[config.mk]
export PLATFORM = sky130hd
export DESIGN_NAME = cpc_ram_bank_ctrl
export DESIGN_NICKNAME = d
export VERILOG_FILES = /design/src/rtl/cpc_ram_bank_ctrl.sv
export SDC_FILE = /design/constraint.sdc
export NUM_CORES = 1
export LEC_CHECK = 0
export ABC_AREA = 1
export CORE_MARGIN = 3
export CORE_UTILIZATION = 40
export DETAILED_ROUTE_END_ITERATION = 10
export PLACE_DENSITY_LB_ADDON = 0.08
export SKIP_CTS_REPAIR_TIMING = 1
export SYNTH_ARGS = -nofsm -noshare
export SYNTH_HDL_FRONTEND = slang
export SYNTH_SLANG_ARGS = --single-unit
export TNS_END_PERCENT = 50
[constraint.sdc]
create_clock -name CLK -period 1.26 [get_ports CLK]
set_input_delay 0.189 -clock CLK [delete_from_list [all_inputs] [get_ports CLK]]
set_output_delay 0.189 -clock CLK [all_outputs]
set_load 0.02 [all_outputs]
[src/rtl/cpc_ram_bank_ctrl.sv]
// CPC 512K RAM expansion mapping controller: snoops Gate Array RAM-config writes, drives SRAM
// bank/page address, chip select and RAMDIS. Optional wait state enabled by WAIT_STATE_EN.
module cpc_ram_bank_ctrl #(
  parameter int unsigned NBANK_BITS = 3,
  parameter bit          DECODE_A14 = 1'b1
) (
  input  logic                  CLK,
  input  logic                  RESET_B,
  input  logic                  MREQ_B,
  input  logic                  IOREQ_B,
  input  logic                  WR_B,
  input  logic                  RD_B,
  input  logic                  A15,
  input  logic                  A14,
  input  logic [7:0]            D,
  output logic [NBANK_BITS+1:0] HIADR,
  output logic                  RAMCS_B,
  output logic                  RAMDIS,
  output logic                  READY
);

  typedef enum logic {PortIdle, PortHold} port_st_e;

  port_st_e                r_port_st;
  logic [NBANK_BITS-1:0]   r_cfg_bank;
  logic [2:0]              r_cfg_mode;
  logic [NBANK_BITS+1:0]   r_hiadr;

  logic                    w_port_wr;
  logic [1:0]              w_block;
  logic                    w_mapped;
  logic [1:0]              w_page;
  logic                    w_hit;
  logic [NBANK_BITS+1:0]   w_hiadr_new;

  assign w_port_wr = !IOREQ_B && !WR_B && !A15 && (A14 || !DECODE_A14) && (D[7:6] == 2'b11);

  // One capture per I/O write: HOLD blocks re-capture until the strobe ends.
  always_ff @(posedge CLK or negedge RESET_B) begin
    if (!RESET_B) begin
      r_port_st  <= PortIdle;
      r_cfg_bank <= '0;
      r_cfg_mode <= '0;
    end else begin
      case (r_port_st)
        PortIdle: begin
          if (w_port_wr) begin
            r_port_st  <= PortHold;
            r_cfg_bank <= D[NBANK_BITS+2:3];
            r_cfg_mode <= D[2:0];
          end
        end
        PortHold: begin
          if (IOREQ_B || WR_B) r_port_st <= PortIdle;
        end
        default: r_port_st <= PortIdle;
      endcase
    end
  end

  assign w_block = {A15, A14};

  always_comb begin
    w_mapped = 1'b0;
    w_page   = w_block;
    case (r_cfg_mode)
      3'd0: w_mapped = 1'b0;
      // Mode 3 differs from mode 1 only in keeping block 1 internal, which is the default.
      3'd1, 3'd3: begin
        if (w_block == 2'd3) begin
          w_mapped = 1'b1;
          w_page   = 2'd3;
        end
      end
      3'd2: w_mapped = 1'b1;
      default: begin
        if (w_block == 2'd1) begin
          w_mapped = 1'b1;
          w_page   = r_cfg_mode[1:0];
        end
      end
    endcase
  end

  // Refresh (RD_B and WR_B both high) never hits.
  assign w_hit       = w_mapped && !MREQ_B && (!RD_B || !WR_B);
  assign w_hiadr_new = {r_cfg_bank, w_page};

  always_ff @(posedge CLK or negedge RESET_B) begin
    if (!RESET_B) begin
      r_hiadr <= '0;
    end else if (w_hit) begin
      r_hiadr <= w_hiadr_new;
    end
  end

  // Hold the last driven address between hits so the SRAM address lines stay quiet.
  assign HIADR   = w_hit ? w_hiadr_new : r_hiadr;
  assign RAMCS_B = !w_hit;
  assign RAMDIS  = w_hit;

`ifdef WAIT_STATE_EN
  typedef enum logic [1:0] {WIdle, WWait, WDone} wait_st_e;

  wait_st_e r_wait_st;
  logic     r_ready;

  always_ff @(posedge CLK or negedge RESET_B) begin
    if (!RESET_B) begin
      r_wait_st <= WIdle;
      r_ready   <= 1'b1;
    end else begin
      case (r_wait_st)
        WIdle: begin
          if (w_hit) begin
            r_wait_st <= WWait;
            r_ready   <= 1'b0;
          end
        end
        WWait: begin
          r_wait_st <= WDone;
          r_ready   <= 1'b1;
        end
        WDone: begin
          if (MREQ_B) r_wait_st <= WIdle;
        end
        default: begin
          r_wait_st <= WIdle;
          r_ready   <= 1'b1;
        end
      endcase
    end
  end

  assign READY = r_ready;
`else
  assign READY = 1'b1;
`endif

endmodule

; Word level (Yosys, flattened, before mapping)
; Cells that the tools add are included.
; W data, S select, Z words.
[op_classes]
n_bitwise = 1
n_reduce_logical = 18
n_eq_ne = 6
n_mux = 10
[ops]
columns = operator, n
row1 = $eq A3 B2 Y1 const B, 2
row2 = $logic_and A1 B1 Y1, 6
row3 = $logic_not A1 Y1, 6
row4 = $mux W5, 1
row5 = $eq A2 B2 Y1 const B, 2
row6 = $mux W1, 4
row7 = $mux W2, 2
row8 = $pmux W2 S2, 1
row9 = $reduce_or A2 Y1, 2
row10 = $eq A3 B1 Y1 const B, 1
row11 = $logic_not A3 Y1, 1
row12 = $pmux W1 S3, 1
row13 = $eq A2 B1 Y1 const B, 1
row14 = $logic_or A1 B1 Y1, 2
row15 = $pmux W1 S2, 1
row16 = $reduce_and A2 Y1, 1
row17 = $not A1 Y1, 1
[totals]
register_bits = 12
wordCells = 39
in_bits = 16

; Longest topological paths before layout
; Gate-level depths: netlist of run 1.
[depth]
depth_word = 7
mapped_depth = 6

; Worst setup path before layout of run 1
; No wires, ideal clock.
[synth_path]
path_kind = register to output
start = register r_cfg_mode[2]
end = output HIADR[0]
required_ns = 1.071
path_stages_with_launch = 6
arrival_time_ns = 1.063
path_slack_ns = 0.008
n_path_buf = 0
path_cell_list = dfrtp_1 -> inv_1 -> nand3_2 -> nand2_2 -> nand2_1 -> nand2_1
[synth_via]
elab_chain_len = 6
[synth_rtl]
columns = item, line
row1 = from (decl), 26  ; logic [2:0] r_cfg_mode;
row2 = from (signal assigned), 50  ; r_cfg_mode <= D[2:0];
row3 = $eq A3 B1 Y1 or $eq A3 B2 Y1 (tied branches), 66  ; case (r_cfg_mode)
row4 = $reduce_or A2 Y1, 66
row5 = $pmux W1 S3, 66
row6 = $logic_and A1 B1 Y1 (2 in a row), 86  ; assign w_hit = w_mapped && !MREQ_B && (!RD_B || !WR_B);
row7 = $mux W5 *, n/a
row8 = to (decl), 16  ; output logic [NBANK_BITS+1:0] HIADR,
; Mark *: on every way between the ends. The rest lies on a longest branch, timed or not.

; Worst setup path in the final report of run 1
[layout_path]
start = register r_cfg_mode[0]
end = output HIADR[4]
[layout_via]
elab_chain_len = 6
[layout_rtl]
columns = item, line
row1 = $eq A3 B1 Y1 or $eq A3 B2 Y1 (tied branches), 66
row2 = $reduce_or A2 Y1, 66
row3 = $pmux W1 S3 *, 66
row4 = $logic_and A1 B1 Y1 * (2 in a row), 86
row5 = $mux W5 *, n/a
; Marks and branches as above.

==> impl_metrics.ini, run 1 <==
[status]
status = finished, violations left
violations = negative setup slack

[layout]
drive_above_1_share = 0.440
num-fill-cells = 105
stdcell_count = 124
multi_input_area_um2 = 319
regArea_um2 = 302
syn2layout_area_growth_pct = 73.3
postLayoutCoreUtil = 0.763
final_area_um2 = 1030
layout_commonest_cell = nand2_1
fin_nets = 126
final_cell_mix = nand2_1, buf_4, clkdlybuf4s50_1
diodes = 0

[logic_synthesis]
ys_warn_count = 0
synth_area_um2 = 594
synthCells = 71
synth_nets = 87
ys_types = 15
avgSynthCellArea_um2 = 8.37
ys_seq_elements = 12
yosysSeqAreaShare = 0.505

[pwr]
combPwrFrac = 0.449
internal-power_mw = 1.02
p_clk_frac = 0.198
p_leak_nw = 0.561
p_seq_frac = 0.353
peakVddDrop_v = 0.000879
power_density_nw_per_um2 = 1540
p_sw_mw = 0.566
swShare = 0.356

[clock_network]
ctsHtreeMaxLevel = 1
path_clk_slew_ns = 0.08
cts_buffer_depth = 2
clk_latency_ns = 0.28
clock_sinks = 12
cts-root-buf = clkbuf_4
cts_tree = built
numCtsBuffers = 3

[sta]
final_hold_viol_count = 0
min_period_ns = 1.57
setup_viol = 7
post-route-period-util = 1.25
timing.final.ws_setup_ns = -0.312
drv_slew = 0
rsz0062_at_grt = true
fmaxAchievable_mhz = 636
fin_worst_skew_ns = 0.00133
tns_ns = -1.95
whs_ns = 0.209

[die]
io_pins = 24
dieArea_um2 = 1980
initial_core_util = 0.440
dieHeight_um = 44.5
core_area_um2 = 1350
rows = 13
fp.dieW_um = 44.5

[grt]
antenna_found_initial = 0
grt_pass1_vias = 591
grtUsageTotal = 0.162
grt_max_degree = 13
overflow = 0
grt_pass1_wl_um = 2300

[critical_path]
cp_slowest_cell = dfrtp_1
cp_data_required_time_ns = 1.07
reg2regPathDepth = 5
path_max_fanout = 7
critPathArrivalTime_ns = 1.38
critPathMaxStageDelay_ns = 0.43
path_depth = 7
rrSetupSlack_ns = 0.09
start_kind = flip-flop
crit_family = simple AND/OR/NAND/NOR gates
critical_path_buf_inv_count = 2
crit_chain = inv_1 > nand2_2 > nand3_4 > nand2_4 > nand2_1 > nand2_2 > buf_6
worstSetupEndpointType = output port
critPathKind = reg -> out
crit_top_cell = nand2_2

[route]
viasPerCell = 4.81
ant_nets = 0
avgRoutedWirePerCell_um = 12.7
initialDrtViolationCount = 10
route.detailed.drc = 0
routed-via-count = 597
dr.pass1.iters = 4
routed_wl_um = 1570

[place]
portBuffers = 22
place.gp.congestion = 0.746
hpwl_um = 1120
placed_cell_area_um2 = 916
dp.cells = 119

[worst_hold_path]
hold_class = in -> async

[flow_run]
cap_violations = 0
==> registers in the layout, indices dropped and copies added (netlist names) <==
register / count
r_hiadr: 5
r_cfg_bank: 3
r_cfg_mode: 3
r_port_st: 1
==> worst reg2reg max path, delay by kind of cell, from the launching register on <==
family                 cells  cell delay, ns
DFF                        1            0.45
and+or+nand+nor            3            0.25
AOI/OAI and AO/OA          1            0.24
buffers and inverters      1            0.12
==> final cells by class <==
class / count / area share
Sequential cell: 12 / 0.293
Clock buffer: 4 / 0.0352
Inverter: 5 / 0.0182
Tap cell: 15 / 0.0182
Multi-Input combinational cell: 53 / 0.310
Timing Repair Buffer: 35 / 0.326
==> Yosys cell counts <==
| library cell | number | area share |
|---|---|---|
| o21ai_1 | 1 | 0.0084 |
| a21oi_4 | 1 | 0.027 |
| dfrtp_1 | 12 | 0.51 |
| or3b_2 | 1 | 0.015 |
| inv_1 | 3 | 0.019 |
| inv_2 | 2 | 0.013 |
| nor2_2 | 1 | 0.011 |
| conb_1 | 1 | 0.0063 |
| nand3_1 | 13 | 0.11 |
| nand2_1 | 30 | 0.19 |
| nand2_4 | 1 | 0.019 |
| nand2_2 | 2 | 0.021 |
| nand3_2 | 1 | 0.017 |
| nor3_4 | 1 | 0.027 |
| buf_4 | 1 | 0.013 |
==> metrics by stage <==
stage	power, mW	setup WS (ns)
finish	1.59	-0.312
global route	1.68	-0.394
CTS	1.47	-0.805
detailed placement	1.16	-0.785
global placement	1.14	-0.757
floorplan	0.820	0.00768
==> layer usage <==
| metal | part of all wire | vias up | GRT usage |
|---|---|---|---|
| met5 | 0 | - | 0 |
| met4 | 0.041 | 0 | 0.0964 |
| met3 | 0.060 | 6 | 0.0366 |
| met2 | 0.53 | 24 | 0.281 |
| met1 | 0.37 | 265 | 0.178 |
| li1 | - | 302 | - |
==> logic make-up after synthesis <==
kind of cell	Yosys count	synth area share
AO/OA/AOI/OAI	2	0.0358
AND/OR/NAND/NOR	50	0.408
buffers and inverters	6	0.0442
flip-flops	12	0.505
other	1	0.00631
==> power groups by stage <==
stage / Sequential [mW] / Clock, mW / Combinational, mW
2_1_floorplan: 0.536 / 0 / 0.285
3_3_place_gp: 0.553 / 0 / 0.591
3_5_place_dp: 0.553 / 0 / 0.603
4_1_cts: 0.545 / 0.319 / 0.605
5_1_grt: 0.571 / 0.332 / 0.774
6_report: 0.561 / 0.314 / 0.714
==> worst paths after layout <==
path | endpoint | start
max | HIADR[4] | r_cfg_mode[0]
min | r_cfg_mode[0] | RESET_B
max reg2reg | r_hiadr[2] | r_cfg_mode[2]
min reg2reg | r_hiadr[3] | r_hiadr[3]
max in group asynchronous | r_cfg_mode[2] | RESET_B
min in group CLK | r_port_st | WR_B
Power figures use the tool's default switching activity.
==> run 2: changes to the inputs <==
--- a/config.mk
+++ b/config.mk
@@ -5,7 +5,6 @@
 export SDC_FILE = /design/constraint.sdc
 export NUM_CORES = 1
 export LEC_CHECK = 0
-export ABC_AREA = 1
 export CORE_MARGIN = 3
 export CORE_UTILIZATION = 40
 export DETAILED_ROUTE_END_ITERATION = 10
==> impl_metrics.ini, run 2 <==
[status]
status = finished, violations left
violations = negative setup slack

[clock_network]
ctsHtreeMaxLevel = 1
clk_latency_ns = 0.27
clock_sinks = 12
cts-root-buf = clkbuf_4
cts_tree = built
numCtsBuffers = 3
cts_buffer_depth = 2
path_clk_slew_ns = 0.07

[sta]
setup_viol = 12
whs_ns = 0.172
tns_ns = -5.03
drv_slew = 0
final_hold_viol_count = 0
rsz0062_at_grt = true
post-route-period-util = 1.51
min_period_ns = 1.91
fmaxAchievable_mhz = 524
fin_worst_skew_ns = 0.000553
slew_headroom = 0.659
timing.final.ws_setup_ns = -0.648
tightestPinTransition_ns = 0.510

[die]
core_area_um2 = 1220
dieArea_um2 = 1890
io_pins = 24
fp.dieW_um = 43.5
dieHeight_um = 43.5
initial_core_util = 0.463
rows = 12

[pwr]
p_leak_nw = 0.481
peakVddDrop_v = 0.00119
p_total_mw = 1.52
p_seq_frac = 0.353
combPwrFrac = 0.452
swShare = 0.292
power_density_nw_per_um2 = 1610
p_sw_mw = 0.442
internal-power_mw = 1.07
p_clk_frac = 0.194

[layout]
final_cell_mix = dfrtp_1, clkdlybuf4s50_1, buf_6, mux2_4, buf_4
top_regs = r_hiadr x5, r_cfg_bank x3, r_cfg_mode x3
postLayoutCoreUtil = 0.774
top_register = r_hiadr
diodes = 0
syn2layout_area_growth_pct = 67.1
drive_above_1_share = 0.459
largest_register_ffs = 5
fin_nets = 91
layout_commonest_cell = dfrtp_1

[route]
ant_nets = 0
routed_wl_um = 1200
viasPerCell = 4.82
routed-via-count = 424
dr.pass1.iters = 3
initialDrtViolationCount = 11
route.detailed.drc = 0
avgRoutedWirePerCell_um = 13.6

[critical_path]
cp_slowest_cell = dfrtp_1
crit_chain = nor2b_1 > a311o_1 > and3_4 > mux2_4 > buf_6
critPathMaxStageDelay_ns = 0.37
path_max_fanout = 6
path_depth = 5
cp_data_required_time_ns = 1.07
r2r_end = r_hiadr[4]
critPathKind = reg -> out
crit_family = flip-flops
worstSetupEndpointType = output port
startpoint = r_cfg_mode[1]
start_kind = flip-flop
critPathArrivalTime_ns = 1.72
reg2regPathDepth = 5
rr_startpoint = r_cfg_mode[1]
critical_path_buf_inv_count = 1
crit_end = HIADR[3]
rrSetupSlack_ns = -0.28

[flow_run]
cap_violations = 0

[logic_synthesis]
yosys.area.top_type = dfrtp_1
synthArstFlopShare = 1.00
synth_area_leaders = dfrtp_1, mux2_4, mux2_2
synth_area_um2 = 563
synth_ff_type = dfrtp_1
ys_seq_elements = 12
synth_common_cells = dfrtp_1, mux2_2, inv_1, mux2_4
synth_edf_count = 0
ys_types = 20
synth_nets = 57
yosysSeqAreaShare = 0.533
ys_warn_count = 0
synth_most_common_cell = dfrtp_1
avgSynthCellArea_um2 = 13.7
synthCells = 41
netlist.area_leader.share = 0.533

[grt]
grt_pass1_wl_um = 1950
overflow = 0
antenna_found_initial = 0
grtUsageTotal = 0.145
grt_max_degree = 13
grt_pass1_vias = 433

[place]
place_ws_ns = -1.12
place.gp.congestion = 0.678
hpwl_um = 972
portBuffers = 22

[worst_hold_path]
hold_class = in -> reg
[run 2: worst min-delay path by stage]
stage                     startpoint             to  cells past startpoint
after floorplan              RESET_B  r_cfg_bank[0]                      0
after global placement    r_hiadr[2]     r_hiadr[2]                      1
after detailed placement  r_hiadr[0]     r_hiadr[0]                      1
after CTS                    RESET_B     r_hiadr[2]                      1
after global routing         IOREQ_B      r_port_st                      2
final                        IOREQ_B      r_port_st                      2
[run 2: metal layers]
metal / routed length [um] / vias to the layer above / global-route usage
li1: - / 208 / -
met1: 522 / 203 / 0.171
met2: 590 / 13 / 0.242
met3: 82 / 0 / 0.0747
met4: 0 / 0 / 0.0181
met5: 0 / - / 0
[run 2: cells by family (layout without fill, tap and decap cells)]
| logic type | count (synthesis) | after routing | share of synthesized area |
|---|---|---|---|
| AO/OA/AOI/OAI | 5 | 5 | 0.0600 |
| multiplexers | 11 | 11 | 0.244 |
| flip-flops | 12 | 12 | 0.533 |
| buffers and inverters | 6 | 39 | 0.0600 |
| AND/OR/NAND/NOR | 6 | 6 | 0.0956 |
| other | 1 | 1 | 0.00666 |
[run 2: final cells by class]
class | instances | area [um^2]
clock buffer | 4 | 36.3
fill | 82 | 275
inverter | 4 | 15.0
multi-input combinational | 23 | 253
sequential | 12 | 300
tap | 14 | 17.5
timing repair buffer | 31 | 319
[run 2: power by group through the flow]
stage / registers, mW / logic (mW) / clock network (mW)
floorplan: 0.532 / 0.334 / 0
global placement: 0.542 / 0.594 / 0
detailed placement: 0.543 / 0.607 / 0
CTS: 0.536 / 0.610 / 0.310
global route: 0.550 / 0.727 / 0.325
finish: 0.536 / 0.686 / 0.294
[run 2: through the flow]
stage | cells | instance area (um^2)
finish | 88 | 941
global placement | 81 | 831
CTS | 85 | 867
floorplan | 41 | 567
global route | 88 | 941
detailed placement | 81 | 831
==> run 3: changes to the inputs <==
--- a/config.mk
+++ b/config.mk
@@ -8,7 +8,7 @@
 export CORE_MARGIN = 3
 export CORE_UTILIZATION = 40
 export DETAILED_ROUTE_END_ITERATION = 10
-export PLACE_DENSITY_LB_ADDON = 0.08
+export PLACE_DENSITY = 0.77
 export SKIP_CTS_REPAIR_TIMING = 1
 export SYNTH_ARGS = -nofsm -noshare
 export SYNTH_HDL_FRONTEND = slang
==> impl_metrics.ini, run 3 (synthesized netlist as in run 2, its figures left out) <==
[status]
status = finished, violations left
violations = negative setup slack

[sta]
timing.final.ws_setup_ns = -0.654
setup_viol = 16
post-route-period-util = 1.52
fmaxAchievable_mhz = 522
rsz0062_at_grt = true
tns_ns = -5.15
min_period_ns = 1.91
drv_slew = 0
fin_worst_skew_ns = 0.00428
final_hold_viol_count = 0

[critical_path]
worstSetupEndpointType = output port
critPathArrivalTime_ns = 1.72
path_max_fanout = 7
start_kind = flip-flop
cp_data_required_time_ns = 1.07
critPathKind = reg -> out

[layout]
final_cell_mix = buf_4, dfrtp_1, clkdlybuf4s50_1, mux2_4, buf_6
postLayoutCoreUtil = 0.793
final_area_um2 = 965
stdcell_count = 92
top_register = r_hiadr
top_regs = r_hiadr x5, r_cfg_bank x3, r_cfg_mode x3
syn2layout_area_growth_pct = 71.3
layout_commonest_cell = buf_4
diodes = 0
largest_register_ffs = 5
fin_nets = 95
num-fill-cells = 73
drive_above_1_share = 0.487

[pwr]
peakVddDrop_v = 0.00123
p_leak_nw = 0.491
power_density_nw_per_um2 = 1620

[route]
routed_wl_um = 1340
route.detailed.drc = 0
routed-via-count = 434
avgRoutedWirePerCell_um = 14.5
ant_nets = 0
initialDrtViolationCount = 4
viasPerCell = 4.72
dr.pass1.iters = 3

[grt]
overflow = 0
antenna_found_initial = 0
grt_pass1_wl_um = 1940
grt_max_degree = 13
grt_pass1_vias = 409
grtUsageTotal = 0.144

[clock_network]
cts-root-buf = clkbuf_4
clock_sinks = 12
numCtsBuffers = 3
cts_tree = built
cts_buffer_depth = 2
path_clk_slew_ns = 0.08
ctsHtreeMaxLevel = 1
clk_latency_ns = 0.27

[die]
rows = 12
fp.dieW_um = 43.5
core_area_um2 = 1220
io_pins = 24
initial_core_util = 0.463
dieArea_um2 = 1890
dieHeight_um = 43.5

[place]
place.gp.congestion = 0.697
hpwl_um = 945
portBuffers = 22
dp.cells = 84
placed_cell_area_um2 = 853

[flow_run]
cap_violations = 0

[worst_hold_path]
hold_class = in -> async
## run 3: area by class of cell
cell class	count	area, um^2	area share
Timing Repair Buffer	35	339	0.351
Sequential cell	12	300	0.311
Multi-Input combinational cell	23	256	0.266
Clock buffer	4	36.3	0.0376
Tap cell	14	17.5	0.0182
Inverter	4	15.0	0.0156
## run 3: worst paths after layout
path                          startpoint          to  slack (ns)  cells past startpoint
max                        r_cfg_mode[1]    HIADR[3]       -0.65                      5
min                              RESET_B   r_port_st        0.21                      2
max reg2reg                r_cfg_mode[1]  r_hiadr[3]       -0.30                      5
min reg2reg                   r_hiadr[2]  r_hiadr[2]        0.51                      1
max in group asynchronous        RESET_B  r_hiadr[3]        0.89                      2
min in group CLK                    WR_B   r_port_st        0.25                      3
## run 3: metal layers
layer,vias to the layer above,share of wire,routed length [um],GRT usage
li1,216,-,-,-
met1,204,0.43,574,0.175
met2,14,0.52,694,0.242
met3,0,0.049,66,0.0622
met4,0,0,0,0.0181
met5,-,0,0,0
## run 3: power by group
group	total, mW	switching [mW]	internal (mW)
sequential	0.542	0.0494	0.492
combinational	0.713	0.284	0.429
clock	0.310	0.134	0.175
## run 3: metrics by stage
stage | hold WS [ns] | setup slack [ns] | power (mW)
after CTS | 0.217 | -1.17 | 1.47
after floorplan | -0.107 | -0.305 | 0.866
final | 0.210 | -0.654 | 1.56
after global placement | 0.476 | -1.10 | 1.14
after detailed placement | 0.485 | -1.12 | 1.16
after global routing | 0.219 | -0.704 | 1.64
## run 3: worst max-delay path, stage by stage (launching register included)
cell     delay [ns]
dfrtp_1        0.39
nor2b_1        0.13
a311o_1        0.27
and3_4         0.21
mux2_4         0.32
buf_6          0.13
